[config.mk]
export PLATFORM = sky130hd
export DESIGN_NAME = ped_crossing_ctrl
export DESIGN_NICKNAME = d
export VERILOG_FILES = /design/src/rtl/ped_crossing_pkg.sv /design/src/rtl/ped_crossing_ctrl_phase_timer.sv /design/src/rtl/ped_crossing_ctrl.sv
export SDC_FILE = /design/constraint.sdc
export NUM_CORES = 1
export LEC_CHECK = 0
export ABC_CLOCK_PERIOD_IN_PS = 7330
export BUFFER_PORTS_ARGS = -buffer_cell sky130_fd_sc_hd__buf_2
export CORE_MARGIN = 5
export CORE_UTILIZATION = 30
export DETAILED_ROUTE_END_ITERATION = 7
export GPL_TIMING_DRIVEN = 0
export SYNTH_ARGS = -nofsm -noshare
export SYNTH_HDL_FRONTEND = slang
export SYNTH_HIERARCHICAL = 1
export SYNTH_SLANG_ARGS = --single-unit
[constraint.sdc]
create_clock -name i_w_clk -period 7.33 [get_ports i_w_clk]
set_input_delay 0 -clock i_w_clk [delete_from_list [all_inputs] [get_ports i_w_clk]]
set_output_delay 0 -clock i_w_clk [all_outputs]
set_load 0.05 [all_outputs]
[src/rtl/ped_crossing_pkg.sv]
// Shared state encodings and LED half-mask helpers for the pedestrian-crossing controller.
package ped_crossing_pkg;

  // Widest LED bank the mask helpers can describe.
  localparam int unsigned MaxLedW = 64;

  typedef enum logic [2:0] {
    StInit     = 3'd0,
    StCarGo    = 3'd1,
    StCarWarn  = 3'd2,
    StPedGo    = 3'd3,
    StPedClear = 3'd4,
    StFlash    = 3'd5
  } state_e;

  function automatic logic [MaxLedW-1:0] ped_on(input int unsigned led_w);
    return (MaxLedW'(1) << (led_w / 2)) - MaxLedW'(1);
  endfunction

  function automatic logic [MaxLedW-1:0] car_on(input int unsigned led_w);
    logic [MaxLedW-1:0] all_on;
    all_on = (led_w >= MaxLedW) ? '1 : ((MaxLedW'(1) << led_w) - MaxLedW'(1));
    return all_on & ~ped_on(led_w);
  endfunction

endpackage

[src/rtl/ped_crossing_ctrl_phase_timer.sv]
// Cycle counter with synchronous clear and a terminal-count flag; saturates or wraps at term.
module phase_timer #(
  parameter int unsigned CNT_W = 32
) (
  input  logic             i_w_clk,
  input  logic             i_w_reset,
  input  logic             i_w_clear,
  input  logic             i_w_enable,
  input  logic             i_w_wrap,
  input  logic [CNT_W-1:0] i_w_term,
  output logic             o_w_done
);

  logic [CNT_W-1:0] count_q, count_d;

  assign o_w_done = (count_q >= i_w_term);

  always_comb begin
    count_d = count_q;
    if (i_w_clear) begin
      count_d = '0;
    end else if (i_w_enable) begin
      if (o_w_done) begin
        count_d = i_w_wrap ? '0 : count_q;
      end else begin
        count_d = count_q + CNT_W'(1);
      end
    end
  end

  always_ff @(posedge i_w_clk or negedge i_w_reset) begin
    if (!i_w_reset) begin
      count_q <= '0;
    end else begin
      count_q <= count_d;
    end
  end

endmodule

[src/rtl/ped_crossing_ctrl.sv]
// Pedestrian-crossing lamp controller: car/ped phases with minimum green, warning and clear
// blinking phases, plus a flashing service mode. All outputs are registered together.
module ped_crossing_ctrl
  import ped_crossing_pkg::*;
#(
  parameter int unsigned LED_W       = 8,
  parameter int unsigned CNT_W       = 32,
  parameter int unsigned T_GREEN_MIN = 200000000,
  parameter int unsigned T_WARN      = 100000000,
  parameter int unsigned T_PED       = 200000000,
  parameter int unsigned T_CLEAR     = 100000000,
  parameter int unsigned T_BLINK     = 25000000
) (
  input  logic             i_w_clk,
  input  logic             i_w_reset,
  input  logic             i_w_button,
  input  logic             i_w_enable,
  output logic [LED_W-1:0] o_r_out,
  output logic [2:0]       o_r_state,
  output logic             o_r_req_pending
);

  localparam logic [CNT_W-1:0] TGreenLast = CNT_W'(T_GREEN_MIN - 1);
  localparam logic [CNT_W-1:0] TWarnLast  = CNT_W'(T_WARN - 1);
  localparam logic [CNT_W-1:0] TPedLast   = CNT_W'(T_PED - 1);
  localparam logic [CNT_W-1:0] TClearLast = CNT_W'(T_CLEAR - 1);
  localparam logic [CNT_W-1:0] TBlinkLast = CNT_W'(T_BLINK - 1);

  localparam logic [MaxLedW-1:0] CarFull = car_on(LED_W);
  localparam logic [MaxLedW-1:0] PedFull = ped_on(LED_W);
  localparam logic [LED_W-1:0]   CarMask = CarFull[LED_W-1:0];
  localparam logic [LED_W-1:0]   PedMask = PedFull[LED_W-1:0];

  state_e           state_q, state_d;
  logic             btn_q;
  logic             req_q, req_d;
  logic             blink_q, blink_d;
  logic [LED_W-1:0] out_q, out_d;
  logic [CNT_W-1:0] phase_term;
  logic             phase_done, blink_tick;
  logic             state_change, btn_rise, car_lit, ped_lit;

  assign btn_rise     = i_w_button & ~btn_q;
  assign state_change = (state_d != state_q);

  always_comb begin
    phase_term = '0;
    case (state_q)
      StCarGo:    phase_term = TGreenLast;
      StCarWarn:  phase_term = TWarnLast;
      StPedGo:    phase_term = TPedLast;
      StPedClear: phase_term = TClearLast;
      default:    phase_term = '0;
    endcase
  end

  // Saturating in CAR_GO lets a late request leave on the cycle after it latches.
  phase_timer #(.CNT_W(CNT_W)) u_phase_timer (
    .i_w_clk    (i_w_clk),
    .i_w_reset  (i_w_reset),
    .i_w_clear  (state_change | ~i_w_enable),
    .i_w_enable (1'b1),
    .i_w_wrap   (1'b0),
    .i_w_term   (phase_term),
    .o_w_done   (phase_done)
  );

  phase_timer #(.CNT_W(CNT_W)) u_blink_timer (
    .i_w_clk    (i_w_clk),
    .i_w_reset  (i_w_reset),
    .i_w_clear  (state_change),
    .i_w_enable (1'b1),
    .i_w_wrap   (1'b1),
    .i_w_term   (TBlinkLast),
    .o_w_done   (blink_tick)
  );

  always_comb begin
    state_d = state_q;
    if (!i_w_enable) begin
      state_d = StFlash;
    end else begin
      case (state_q)
        StInit:     state_d = StCarGo;
        StCarGo:    if (req_q && phase_done) state_d = StCarWarn;
        StCarWarn:  if (phase_done) state_d = StPedGo;
        StPedGo:    if (phase_done) state_d = StPedClear;
        StPedClear: if (phase_done) state_d = StCarGo;
        StFlash:    state_d = StInit;
        default:    state_d = StInit;
      endcase
    end
  end

  // Clearing on PED_GO entry wins over a coincident button edge.
  always_comb begin
    req_d = req_q;
    if (!i_w_enable || (state_d == StPedGo && state_q != StPedGo)) begin
      req_d = 1'b0;
    end else if (btn_rise && (state_q inside {StInit, StCarGo, StCarWarn})) begin
      req_d = 1'b1;
    end
  end

  always_comb begin
    blink_d = blink_q;
    if (state_change) begin
      blink_d = 1'b1;
    end else if (blink_tick) begin
      blink_d = ~blink_q;
    end
  end

  always_comb begin
    car_lit = (state_d == StCarGo) ||
              (((state_d == StCarWarn) || (state_d == StFlash)) && blink_d);
    ped_lit = (state_d == StPedGo) ||
              (((state_d == StPedClear) || (state_d == StFlash)) && blink_d);
    out_d   = (car_lit ? CarMask : '0) | (ped_lit ? PedMask : '0);
  end

  always_ff @(posedge i_w_clk or negedge i_w_reset) begin
    if (!i_w_reset) begin
      state_q <= StInit;
      btn_q   <= 1'b0;
      req_q   <= 1'b0;
      blink_q <= 1'b0;
      out_q   <= '0;
    end else begin
      state_q <= state_d;
      btn_q   <= i_w_button;
      req_q   <= req_d;
      blink_q <= blink_d;
      out_q   <= out_d;
    end
  end

  assign o_r_out         = out_q;
  assign o_r_state       = state_q;
  assign o_r_req_pending = req_q;

endmodule

# ---- After elaboration in Yosys (flattened, before gate mapping)
# Cells that the tools add are included.
dict set report word_totals {
  reg_bits 78
  inputBits 4
  out_inout_bits 12
}
dict set report classes {
  n_addsub 2
  magnitude_cmp 2
  eq_ne 12
  muxes 17
  n_bitwise 6
  reduce_logical 16
}
# cell count
set op_table {}
lappend op_table {{two-way mux 32 bit} 4}
lappend op_table {{adder 32 x 1 -> 32 bit (second input constant)} 2}
lappend op_table {{one-hot mux 28 bit (2 select lines)} 1}
lappend op_table {{>= comparator 32 x 25 -> 1 bit (second input constant)} 1}
lappend op_table {{>= comparator 32 x 28 -> 1 bit} 1}
lappend op_table {{two-way mux 3 bit} 5}
lappend op_table {{one-hot mux 3 bit (5 select lines)} 1}
lappend op_table {{== test 3 x 2 -> 1 bit (second input constant)} 4}
lappend op_table {{== test 3 bit (second input constant)} 3}
lappend op_table {{two-way mux 8 bit} 1}
lappend op_table {{OR 8 x 4 -> 8 bit} 1}
lappend op_table {{== test 3 x 1 -> 1 bit (second input constant)} 2}
lappend op_table {{logical AND 1 bit} 5}
lappend op_table {{logical OR 1 bit} 5}
lappend op_table {{two-way mux 1 bit} 4}
lappend op_table {{two-way mux 4 bit} 1}
lappend op_table {{OR reduction 2 bit} 2}
lappend op_table {{zero test 3 bit} 1}
lappend op_table {{!= test 3 x 2 -> 1 bit (second input constant)} 1}
lappend op_table {{!= test 3 bit} 1}
lappend op_table {{NOT 1 bit} 3}
lappend op_table {{nonzero test 3 bit} 1}
lappend op_table {{!= test 2 x 1 -> 1 bit (second input constant)} 1}
lappend op_table {{nonzero test 2 bit} 1}
lappend op_table {{other kinds (3)} 3}

# ---- Logic depth before layout (Yosys ltp)
# Gate-level depths: netlist of run 1.
dict set report depth {
  ltp_word 14
  depth_mapped 21
}

# ---- By module
# The synthesis of run 1 kept the hierarchy.
# mod instances cells_each area_each_um2
set by_module_without_submodules {}
lappend by_module_without_submodules {phase_timer 2 360 3040.4}
lappend by_module_without_submodules {ped_crossing_ctrl 1 60 574.3}

# ---- Least setup slack after synthesis of run 1
# Ideal clock, no wire load.
dict set report synth_path {
  kind {reg2reg}
  startpoint {register state_q[1], in the netlist o_r_state[1]}
  endpoint {register u_phase_timer.count_q[27]}
  setup_ns 0.073
  arrival_ns 4.797
  path_slack_ns 2.460
  path_stages_with_launch 21
  n_path_buf 5
  period_less_slack_ns 4.870
  cell_sequence {dfrtp_1 > buf_2 > xnor2_1 > nor2_1 > or2_2 > ha_1 > nand2b_1 > a2111oi_0 > or4_1 > a31o_1 > buf_2 > clkbuf_1 > nand2_1 > buf_6 > nand4bb_1 > a31oi_2 > o21ai_0 > nor3_1 > clkbuf_1 > nand3_1 > a2bb2oi_2}
}
dict set report synth_between {
  elab_chain_len 11
  elab_cells_between_ends 20
  classes_between {order compare (1); eq/ne (6); mux (8); bitwise (1); reduce/logical (4)}
}
# item line_no
set synth_rtl {}
lappend synth_rtl {{start: declaration} ped_crossing_ctrl.sv:34} ;# state_e state_q, state_d;
lappend synth_rtl {{start signal: assignment} ped_crossing_ctrl.sv:124} ;# state_q <= StInit;
lappend synth_rtl {{start signal: assignment} ped_crossing_ctrl.sv:130} ;# state_q <= state_d;
lappend synth_rtl {{== test 3 x 2 -> 1 bit (tied with other cells)} ped_crossing_ctrl.sv:48} ;# case (state_q)
lappend synth_rtl {{OR reduction 2 bit (no source line)} --}
lappend synth_rtl {{one-hot mux 28 bit (2 select lines) *} ped_crossing_ctrl.sv:48}
lappend synth_rtl {{via phase_term[13]} ped_crossing_ctrl.sv:39} ;# logic [CNT_W-1:0] phase_term;
lappend synth_rtl {{>= comparator 32 x 28 -> 1 bit *} ped_crossing_ctrl_phase_timer.sv:16} ;# assign o_w_done = (count_q >= i_w_term);
lappend synth_rtl {{via phase_done} ped_crossing_ctrl.sv:40} ;# logic phase_done, blink_tick;
lappend synth_rtl {{logical AND 1 bit} ped_crossing_ctrl.sv:85} ;# StCarGo: if (req_q && phase_done) state_d = StCarWarn;
lappend synth_rtl {{two-way mux 3 bit} ped_crossing_ctrl.sv:85}
lappend synth_rtl {{one-hot mux 3 bit (5 select lines)} ped_crossing_ctrl.sv:83} ;# case (state_q)
lappend synth_rtl {{two-way mux 3 bit} ped_crossing_ctrl.sv:80} ;# if (!i_w_enable) begin
lappend synth_rtl {{!= test 3 bit} ped_crossing_ctrl.sv:44} ;# assign state_change = (state_d != state_q);
lappend synth_rtl {{OR 1 bit} ped_crossing_ctrl.sv:61} ;# .i_w_clear (state_change | ~i_w_enable),
lappend synth_rtl {{!= test 2 x 1 -> 1 bit (no source line) / two-way mux 32 bit (equally long branches)} --}
lappend synth_rtl {{end signal: assignment} ped_crossing_ctrl_phase_timer.sv:35} ;# count_q <= count_d;
lappend synth_rtl {{end: declaration} ped_crossing_ctrl_phase_timer.sv:14} ;# logic [CNT_W-1:0] count_q, count_d;
# Mark *: on every way through the listed nets, which the timed path passes. The rest lies on a longest branch.
# A chain may end at the register's enable or synchronous reset.

# ---- Worst setup path after layout of run 1
dict set report layout_path {
  startpoint {register state_q[1], in the netlist o_r_state[1]}
  endpoint {register u_phase_timer.count_q[19]}
}
# Same word-level chain as after synthesis.

==> run metrics, run 1 <==
die span in x ~160 um; hold_ws 0.155 ns; worst setup path startpoint o_r_state[1]$_DFF_PN0_; vias in the first global route between 5000 and 6000; met2 WL 8.32 mm; RSZ-0062 raised after global routing false; Worst-path clk slew roughly 0.06 ns; Worst-Margin Slew between 1 and 1.5 ns; cts repair resizes 0; CTS tree yes; first-pass GRT wire length approximately 29 mm; Nets approximately 900; internal power ~700 uW; async set-reset flop share out of synthesis 100%; Die Y roughly 160 um; Final Instance Area 0.00758 mm2; RR Startpoint o_r_state[1]$_DFF_PN0_; drt wl/cell roughly 15 um; Starting Density a little under a third; Synth top area share 27.1%; H-tree depth 3; VDD IR max roughly 0.12 mV; post-synthesis sequential area ratio ~27%; IO Port Bufs 15; share of layout cells above drive strength 1 14.4%; class of the worst hold path primary input to async pin; Core Footprint about 0.022 mm2; final wirelength roughly 17 mm; Distinct cells, synth 56; full die area about 0.025 mm2; clk sinks 72; wl on met1 ~8 mm; synth warn 6; deepest clock path buffer count 2; Hold Fails Final Rpt 0; DP HPWL about 13 mm; status complete, no violations; clk_lat worst skew 0.34 ns; slew margin rel. between 30% and 40%; WP data arrival 6.44 ns; class of the most critical setup path flip-flop to flip-flop; Gate power share 17.2%; Area growth syn-to-layout 13.9%; Layout Cells excl Fill between 1000 and 1500; power share of the sequential group between 40% and 50%; worst path cell trace buf_2, xnor2_1, nor2_1, or2_2, ha_1, nand2b_1, a2111oi_0, or4_1, a31o_1, buf_2, clkbuf_1, nand2_1, buf_6, nand4bb_1, a31oi_2, o21ai_0, nor3_1, clkbuf_1, o2111ai_1, o221ai_2; Pre-antenna DRT Iters 4; leakage 0.00311 uW; Synth Cell Area roughly 0.0067 mm2; CP endpoint kind flip-flop; maximum clock rate roughly 160 MHz; Antenna diodes 0; routed vias/inst 5.31; synthesized instance count 780; Post-synth EDFFs 0; CP max-delay cell clkbuf_1; placer congestion estimate roughly 0.84; highest metal used met4; synthesized flop and latch total 72; Place WS approximately 1.2 ns; largest net degree at the start of global routing 44; Total GRT Usage 13.5%; clk root buf clkbuf_16; total negative slack 0 ns; fill cell count 2242; # DRC 0; Final Skew around 0.005 ns; Critical Path Source Type flip-flop; DR WL met3 598 um; worst path bufs/invs 5; IO Pins 16; Site Rows 54; CP top delay family simple AND/OR/NAND/NOR gates; routed vias between 6000 and 7000; top post-synthesis cells by area dfrtp_1 (27%), ha_1 (12%), o221ai_2 (12%); total gr overflow 0; switch share between 20% and 30%; minimum clock period about 6.2 ns; postcts setup bufs 0; CTS Buf Count 9; # placed instances approximately 1100; Initial DRC Count between 300 and 400; Post-DP Area 0.00728 mm2; antenna-violating nets left 0; Max stage delay on crit path between 0.5 and 0.6 ns; Data required, critical path 7.59 ns; top cell type by total area after synthesis dfrtp_1; Slew Limit Fails 0; Max Cap Viol 0; clock network power share between 40% and 50%; P_sw 300 uW; PwrDens 133 mW/mm2; dominant synthesized flop cell dfrtp_1; # setup viols final 0; Avg Cell Area, Syn between 8 and 9 um2; PnR worst setup slack 1.15 ns; Final Cycle Share between 80 and 90%; initial antenna violation count 0; Crit Path Max Fanout 15
-- area by class of cell --
type                    instances  area [um2]  area share [%]
clock buffers                  14         274            3.62
well taps                     280         350            4.62
multi-input cells             581        4280            56.4
inverters                     129         487            6.42
flip-flops and latches         72        1800            23.8
plain buffers                  42         256            3.38
repair buffers                 19         135            1.78
-- kinds of logic after synthesis --
kind of cell | count (synthesis) | synth area share (%)
compound gates | 151 | 22.5
xor+xnor | 3 | 0.395
buf+inv | 171 | 11.2
fa+ha+maj | 67 | 12.6
mux | 6 | 0.940
other cells | 2 | 0.113
simple gates | 308 | 25.2
flops | 72 | 27.1
-- registers in the layout, summed over array words and instances (netlist names) --
| name | flops |
|---|---|
| blink_q | 1 |
| btn_q | 1 |
| o_r_out | 2 |
| o_r_req_pending | 1 |
| o_r_state | 3 |
| u_blink_timer/count_q | 32 |
| u_phase_timer/count_q | 32 |
-- layout by cell type, fill, tap and decap left out, types with 13 or more instances in the layout --
cell,synthesis,final
conb_1,2,46
nand3_1,28,28
nand4_1,86,86
and3_1,14,14
dfrtp_1,72,72
clkbuf_1,20,22
nand2_1,60,60
o221ai_2,53,53
or3_1,14,14
buf_2,7,21
a21oi_1,24,24
o21ai_0,13,13
a31oi_1,14,14
nand2b_1,16,16
inv_1,128,128
ha_1,66,66
nor2_1,43,43
-- metal layers --
layer	up-vias	GRT usage [%]
met5	-	0
met2	112	22.8
met4	0	4.19
met3	27	2.38
met1	2892	17.7
li1	3003	-
-- repair_timing --
item,CTS,global route
endpoints found under the setup margin,0,0
hold endpoints to repair,33,0
hold buffers,3,0
-- power groups by stage --
stage / clock network, uW / registers (uW) / logic [uW]
global placement: 0 / 416 / 164
floorplan: 0 / 422 / 115
detailed placement: 0 / 417 / 170
finish: 425 / 409 / 174
global route: 453 / 410 / 195
CTS: 437 / 410 / 172
-- worst paths after layout --
kind,to,slack [ns],cells past startpoint
worst max-delay path,u_phase_timer/count_q[19]$_DFFE_PN0P_,1.15,20
worst min-delay path,u_phase_timer/count_q[15]$_DFFE_PN0P_,0.15,2
worst max register to register,u_phase_timer/count_q[19]$_DFFE_PN0P_,1.15,20
worst min register to register,blink_q$_DFF_PN0_,0.53,2
max in group asynchronous,u_blink_timer/count_q[14]$_DFFE_PN0P_,6.60,3
min in group i_w_clk,btn_q$_DFF_PN0_,0.32,2
-- Yosys cell counts (all sizes together), types with 3 or more instances --
cell	number
nand2	62
a2bb2oi	4
buf	22
clkbuf	20
or2	3
or4	4
o2111ai	10
a31oi	15
xnor2	3
o211ai	4
nand3	28
a211oi	5
and3	14
nand2b	17
o21ai	14
nand4	86
or3	14
nor3	11
a21oi	24
o221ai	53
a21o	3
dfrtp	72
ha	66
inv	129
nand4b	3
a31o	3
o21a	6
nor2	43
mux2i	4
nor4	12
-- metrics by stage --
step / total power, uW / util (%)
5_1_grt: 1060 / 34.7
6_report: 1010 / 34.7
4_1_cts: 1020 / 34.7
2_1_floorplan: 537 / -
3_3_place_gp: 581 / 33.2
3_5_place_dp: 586 / 33.3
No activity file was read; power rests on OpenSTA's default activity.
==> inputs of run 2 (changes only) <==
--- a/config.mk
+++ b/config.mk
@@ -5,7 +5,7 @@
 export SDC_FILE = /design/constraint.sdc
 export NUM_CORES = 1
 export LEC_CHECK = 0
-export ABC_CLOCK_PERIOD_IN_PS = 7330
+export ABC_CLOCK_PERIOD_IN_PS = 5000
 export BUFFER_PORTS_ARGS = -buffer_cell sky130_fd_sc_hd__buf_2
 export CORE_MARGIN = 5
 export CORE_UTILIZATION = 30
==> constraint.sdc (replaced) <==
create_clock -name i_w_clk -period 5 [get_ports i_w_clk]
set_input_delay 0 -clock i_w_clk [delete_from_list [all_inputs] [get_ports i_w_clk]]
set_output_delay 0 -clock i_w_clk [all_outputs]
set_load 0.05 [all_outputs]
==> run metrics, run 2 (synthesized netlist as in run 1, its figures left out) <==
status complete, no violations; Critical Path Source Type flip-flop; drt wl/cell 15.2 um (+1.0%); cell mode on critical path clkbuf_4; # DRC 0 (unchanged); initial antenna violation count 0 (unchanged); Max Cap Viol 0 (unchanged); Total GRT Usage 13.5% (about the same); Die Y 159 um (unchanged); Final Cycle Share 95.7% (+11 points); Area growth syn-to-layout 16.0%; clk root buf clkbuf_16; met2 Use GR 22.8% (+0.058 points); met3 global-route usage 2.43% (+0.052 points); CP max-delay cell or4_1; Core Footprint 0.0218 mm2 (unchanged); CP endpoint kind flip-flop; GR peak layer met2; Nets 927 (+0.32%); Slew Limit Fails 0 (unchanged); Hold Fails Final Rpt 0 (unchanged); class of the most critical setup path flip-flop to flip-flop; clk_lat worst skew 0.34 ns (about the same); worst path bufs/invs 6 (+1); Data required, critical path 5.22 ns (-2.37 ns); routed vias/inst 5.31 (about the same); Worst-Margin Slew 1.03 ns (+0.0214 ns); Worst-path clk slew 0.06 ns (about the same); worst setup path startpoint o_r_state[1]$_DFF_PN0_; Max stage delay on crit path 0.41 ns (-0.16 ns); Starting Density 30.5% (unchanged); routed vias 6053 (+0.31%); Final Skew 0.00505 ns (+0.000117 ns); met1 GRT Util 17.7% (-0.032 points); Antenna diodes 0 (unchanged); minimum clock period 4.79 ns (-1.39 ns); deepest clock path buffer count 2 (unchanged); final wirelength 17.3 mm (+1.3%); hold_ws 0.157 ns (+0.00215 ns); class of the worst hold path primary input to async pin; WP data arrival 5.00 ns (-1.44 ns); Initial DRC Count 321 (-1.2%); PnR worst setup slack 0.214 ns (-0.939 ns); largest net degree at the start of global routing 44 (unchanged); full die area 0.0253 mm2 (unchanged); first-pass GRT wire length 29.1 mm (about the same); # setup viols final 0 (unchanged); Site Rows 54 (unchanged); most common cell after layout, fill and taps aside inv_1; placer congestion estimate 0.839 (unchanged); die span in x 159 um (unchanged); Crit Path Max Fanout 10 (-5); RR Startpoint o_r_state[1]$_DFF_PN0_; CTS tree yes; CTS Buf Count 9 (unchanged); IO Port Bufs 15 (unchanged); DP HPWL 12.6 mm (unchanged); VDD IR max 0.170 mV (+48%); Place WS -1.10 ns (-2.33 ns); PwrDens 194 mW/mm2 (+46%); Pre-antenna DRT Iters 5 (+1); total gr overflow 0 (unchanged); RSZ-0062 raised after global routing true; maximum clock rate 209 MHz (+29%); worst path cell trace buf_2, xnor2_2, nor2_4, or2_4, inv_1, ha_1, nand4_1, or3_1, or4_1, a31o_1, clkbuf_4, clkbuf_8, nand2_1, buf_6, nand4bb_1, a31oi_4, o21ai_4, nor3_2, clkbuf_4, o2111ai_1, o221ai_2; IO Pins 16 (unchanged); clk sinks 72 (unchanged); antenna-violating nets left 0 (unchanged); share of layout cells above drive strength 1 16.6% (+2.3 points); CP top delay family simple AND/OR/NAND/NOR gates; vias in the first global route 5869 (+0.43%); slew margin rel. 30.4% (-1.4 points); leakage 0.00318 uW (+2.1%); H-tree depth 3 (unchanged); commonest cells after routing, fill and taps aside inv_1 (128), nand4_1 (86), dfrtp_1 (72)
run 2: power by group:
group          switching (uW)  total [uW]  internal (uW)
sequential               9.17         600            591
combinational             185         273           88.4
clock                     252         624            372
run 2: cell type report:
cell class              instances  area [um2]
well taps                     280         350
plain buffers                  42         299
flip-flops and latches         72        1800
repair buffers                 21         150
fillers                      2225       14100
inverters                     129         487
clock buffers                  14         274
multi-input cells             582        4360
run 2: repair_timing:
item,4_1_cts,5_1_grt
hold endpoints to repair,32,0
hold buffers,3,0
gates cloned,0,1
gates resized for setup,25,13
buffers inserted,0,2
setup endpoints to repair,63,62
pin swaps,0,2
run 2: worst reg2reg max path, stage by stage (launching register included):
cell and delay, ns:
dfrtp_1 0.39, buf_2 0.20, xnor2_2 0.17, nor2_4 0.21
or2_4 0.22, inv_1 0.06, ha_1 0.28, nand4_1 0.19
or3_1 0.40, or4_1 0.41, a31o_1 0.24, clkbuf_4 0.21
clkbuf_8 0.21, nand2_1 0.11, buf_6 0.14, nand4bb_1 0.18
a31oi_4 0.13, o21ai_4 0.28, nor3_2 0.12, clkbuf_4 0.26
o2111ai_1 0.13, o221ai_2 0.12
run 2: metal layers:
layer	wire length [um]	vias up
li1	-	3016
met1	7950	2898
met2	8470	125
met3	724	14
met4	165	0
met5	0	-
run 2: worst paths after layout:
kind / depth (start not counted) / slack, ns / to
max: 21 / 0.21 / u_phase_timer/count_q[28]$_DFFE_PN0P_
min: 2 / 0.16 / u_phase_timer/count_q[15]$_DFFE_PN0P_
max reg2reg: 21 / 0.21 / u_phase_timer/count_q[28]$_DFFE_PN0P_
min reg2reg: 2 / 0.53 / blink_q$_DFF_PN0_
max in group asynchronous: 3 / 4.27 / u_blink_timer/count_q[16]$_DFFE_PN0P_
min in group i_w_clk: 2 / 0.32 / btn_q$_DFF_PN0_
run 2: through the flow:
stage / utilization (%) / power [uW] / instance area [um2] / instances / setup TNS, ns
after floorplan: - / 788 / 6820 / 824 / 0
after global placement: 33.2 / 851 / 7250 / 1119 / -55.81
after detailed placement: 33.3 / 860 / 7280 / 1120 / -55.35
after CTS: 35.1 / 1500 / 7650 / 1137 / 0
after global routing: 35.4 / 1570 / 7720 / 1140 / -0.0969
final: 35.4 / 1500 / 7720 / 1140 / 0
==> inputs of run 3 (changes only) <==
--- a/config.mk
+++ b/config.mk
@@ -7,10 +7,14 @@
 export LEC_CHECK = 0
 export ABC_CLOCK_PERIOD_IN_PS = 5000
 export BUFFER_PORTS_ARGS = -buffer_cell sky130_fd_sc_hd__buf_2
+export CELL_PAD_IN_SITES_DETAIL_PLACEMENT = 0
+export CELL_PAD_IN_SITES_GLOBAL_PLACEMENT = 2
 export CORE_MARGIN = 5
 export CORE_UTILIZATION = 30
+export CTS_BUF_LIST = sky130_fd_sc_hd__clkbuf_4
 export DETAILED_ROUTE_END_ITERATION = 7
 export GPL_TIMING_DRIVEN = 0
+export PLACE_DENSITY_LB_ADDON = 0.1
 export SYNTH_ARGS = -nofsm -noshare
 export SYNTH_HDL_FRONTEND = slang
 export SYNTH_HIERARCHICAL = 1
==> run metrics, run 3 (synthesized netlist as in run 1, its figures left out) <==
total negative slack 0 ns (unchanged); routed vias/inst 5.32 (+0.13%); worst path bufs/invs 7 (+1); most common cell after layout, fill and taps aside inv_1; CP max-delay cell or4_4; Final Instance Area 0.00783 mm2 (+1.4%); Die Y 159 um (unchanged); commonest cells after routing, fill and taps aside inv_1 (128), nand4_1 (86), dfrtp_1 (71); total gr overflow 0 (unchanged); switch share 31.6% (+1.8 points); PnR worst setup slack 0.283 ns (+0.0687 ns); CP top delay family simple AND/OR/NAND/NOR gates; minimum clock period 4.72 ns (-0.0687 ns); slew margin rel. 33.6% (+3.2 points); CTS Buf Count 9 (unchanged); class of the worst hold path primary input to flip-flop; RSZ-0062 raised after global routing false; full die area 0.0253 mm2 (unchanged); drt wl/cell 17.5 um (+15%); PwrDens 179 mW/mm2 (-7.7%); # DRC 0 (unchanged); Starting Density 30.5% (unchanged); Final Cycle Share 94.3% (-1.4 points); Area growth syn-to-layout 17.6%; Data required, critical path 5.32 ns (+0.10 ns); CP endpoint kind flip-flop; clk root buf clkbuf_4; final wirelength 20.2 mm (+17%); clock network power share 35.4% (-6.3 points); internal power 959 uW (-8.8%); Total GRT Usage 16.1% (+2.6 points); worst setup path startpoint o_r_state[1]$_DFF_PN0_; power share of the sequential group 42.8% (+2.7 points); Crit Path Max Fanout 10 (unchanged); r2r worst-path depth 22 (+4.8%); vias in the first global route 6182 (+5.3%); Gate power share 21.8% (+3.6 points); Final Skew 0.0271 ns (+0.0221 ns); leakage 0.00322 uW (+1.2%); WP data arrival 5.04 ns (+0.04 ns); Max Cap Viol 0 (unchanged); deepest clock path buffer count 2 (unchanged); RR Startpoint o_r_state[1]$_DFF_PN0_; Slew Limit Fails 0 (unchanged); CTS tree yes; Critical Path Source Type flip-flop; Layout Cells excl Fill 1154 (+1.2%); routed vias 6135 (+1.4%); Pre-antenna DRT Iters 5 (unchanged); die span in x 159 um (unchanged); initial antenna violation count 1 (+1); Place WS -1.27 ns (-0.169 ns); reg2reg setup slack 0.28 ns (+0.07 ns); H-tree depth 3 (unchanged); DP HPWL 15.1 mm (+20%); crit path to u_phase_timer/count_q[14]$_DFFE_PN0P_; clk sinks 72 (unchanged); Site Rows 54 (unchanged); # placed instances 1120 (unchanged); hold_ws 0.213 ns (+0.0556 ns); status complete, no violations; Nets 939 (+1.3%); first-pass GRT wire length 33.6 mm (+16%); Post-DP Area 0.00728 mm2 (unchanged); placer congestion estimate 0.785 (-6.4%); IO Pins 16 (unchanged); maximum clock rate 212 MHz (+1.5%); worst path cell trace clkbuf_4, xnor2_2, nor2_2, or2_4, inv_1, ha_1, nand4_1, or3_1, or4_4, a31o_1, buf_6, clkbuf_8, nand2_1, buf_6, nand4bb_4, a31oi_4, o21ai_4, buf_12, nor3_4, clkbuf_4, o2111ai_1, o221ai_2; largest net degree at the start of global routing 48 (+9.1%); Max stage delay on crit path 0.43 ns (+0.02 ns); # setup viols final 0 (unchanged); VDD IR max 0.0851 mV (-50%); Hold Fails Final Rpt 0 (unchanged); Worst-path clk slew 0.12 ns (+0.06 ns); cell depth of the worst setup path 22 (+4.8%); IO Port Bufs 15 (unchanged); antenna-violating nets left 0 (unchanged); Initial DRC Count 412 (+28%); clk_lat worst skew 0.46 ns (+0.12 ns); share of layout cells above drive strength 1 18.3% (+1.7 points); class of the most critical setup path flip-flop to flip-flop; Core Footprint 0.0218 mm2 (unchanged); P_sw 443 uW (-0.74%); RR Endpoint u_phase_timer/count_q[14]$_DFFE_PN0P_; Worst-Margin Slew 0.987 ns (-0.0473 ns)
[run 3: changes by cell type in the layout (fill, tap and decap cells not counted), moves of 2 or more]
cell           previous run  this run
dlygate4sd3_1             3         6
clkbuf_8                  4         1
buf_2                    19        15
buf_6                    11        14
buf_4                    11        18
clkbuf_1                 15        13
nor3_4                    0         2
clkbuf_4                  3        17
bufinv_16                 0         3
clkbuf_16                 9         0
[run 3: per-layer routing]
metal / wire, um / global-route usage, %
met5: 0 / 0
met4: 359 / 5.35
met2: 10500 / 28.5
met1: 8880 / 20.4
met3: 438 / 1.76
[run 3: cell type report]
class,instances,area [um2]
Multi-Input combinational cell,581,4420
Clock buffer,11,82.6
Tap cell,280,350
Buffer,42,320
Timing Repair Buffer,34,268
Antenna cell,1,2.50
Sequential cell,72,1800
Clock inverter,4,93.8
Inverter,129,487
Fill cell,2275,14000
[run 3: per-stage QoR]
step,util [%],power [uW]
final,35.9,1400
after global routing,35.9,1490
after CTS,35.2,1410
after detailed placement,33.3,868
after global placement,33.2,861
after floorplan,-,788
[run 3: worst min-delay path by stage]
stage                     slack [ns]        from                                    to  cells after the start
after floorplan                -0.30   i_w_reset                     blink_q$_DFF_PN0_                      0
after global placement          0.13  i_w_button                       btn_q$_DFF_PN0_                      1
after CTS                       0.17  i_w_button                       btn_q$_DFF_PN0_                      2
after detailed placement       -0.03   i_w_reset  u_phase_timer/count_q[5]$_DFFE_PN0P_                      1
final                           0.21  i_w_button                       btn_q$_DFF_PN0_                      2
after global routing            0.16  i_w_button                       btn_q$_DFF_PN0_                      2
[run 3: timing repair]
item	in CTS	in global routing
resized for setup	37	19
cloned	1	0
endpoints found under the hold margin	77	0
hold buffers	6	0
pin swaps	5	4
buffers inserted	5	6
setup endpoints to repair	66	62
[run 3: power groups by stage]
| stage | clock network, uW | registers, uW | logic, uW |
|---|---|---|---|
| after floorplan | 0 | 619 | 169 |
| after global placement | 0 | 611 | 249 |
| after detailed placement | 0 | 612 | 256 |
| after CTS | 519 | 601 | 286 |
| after global routing | 547 | 602 | 339 |
| final | 496 | 601 | 305 |
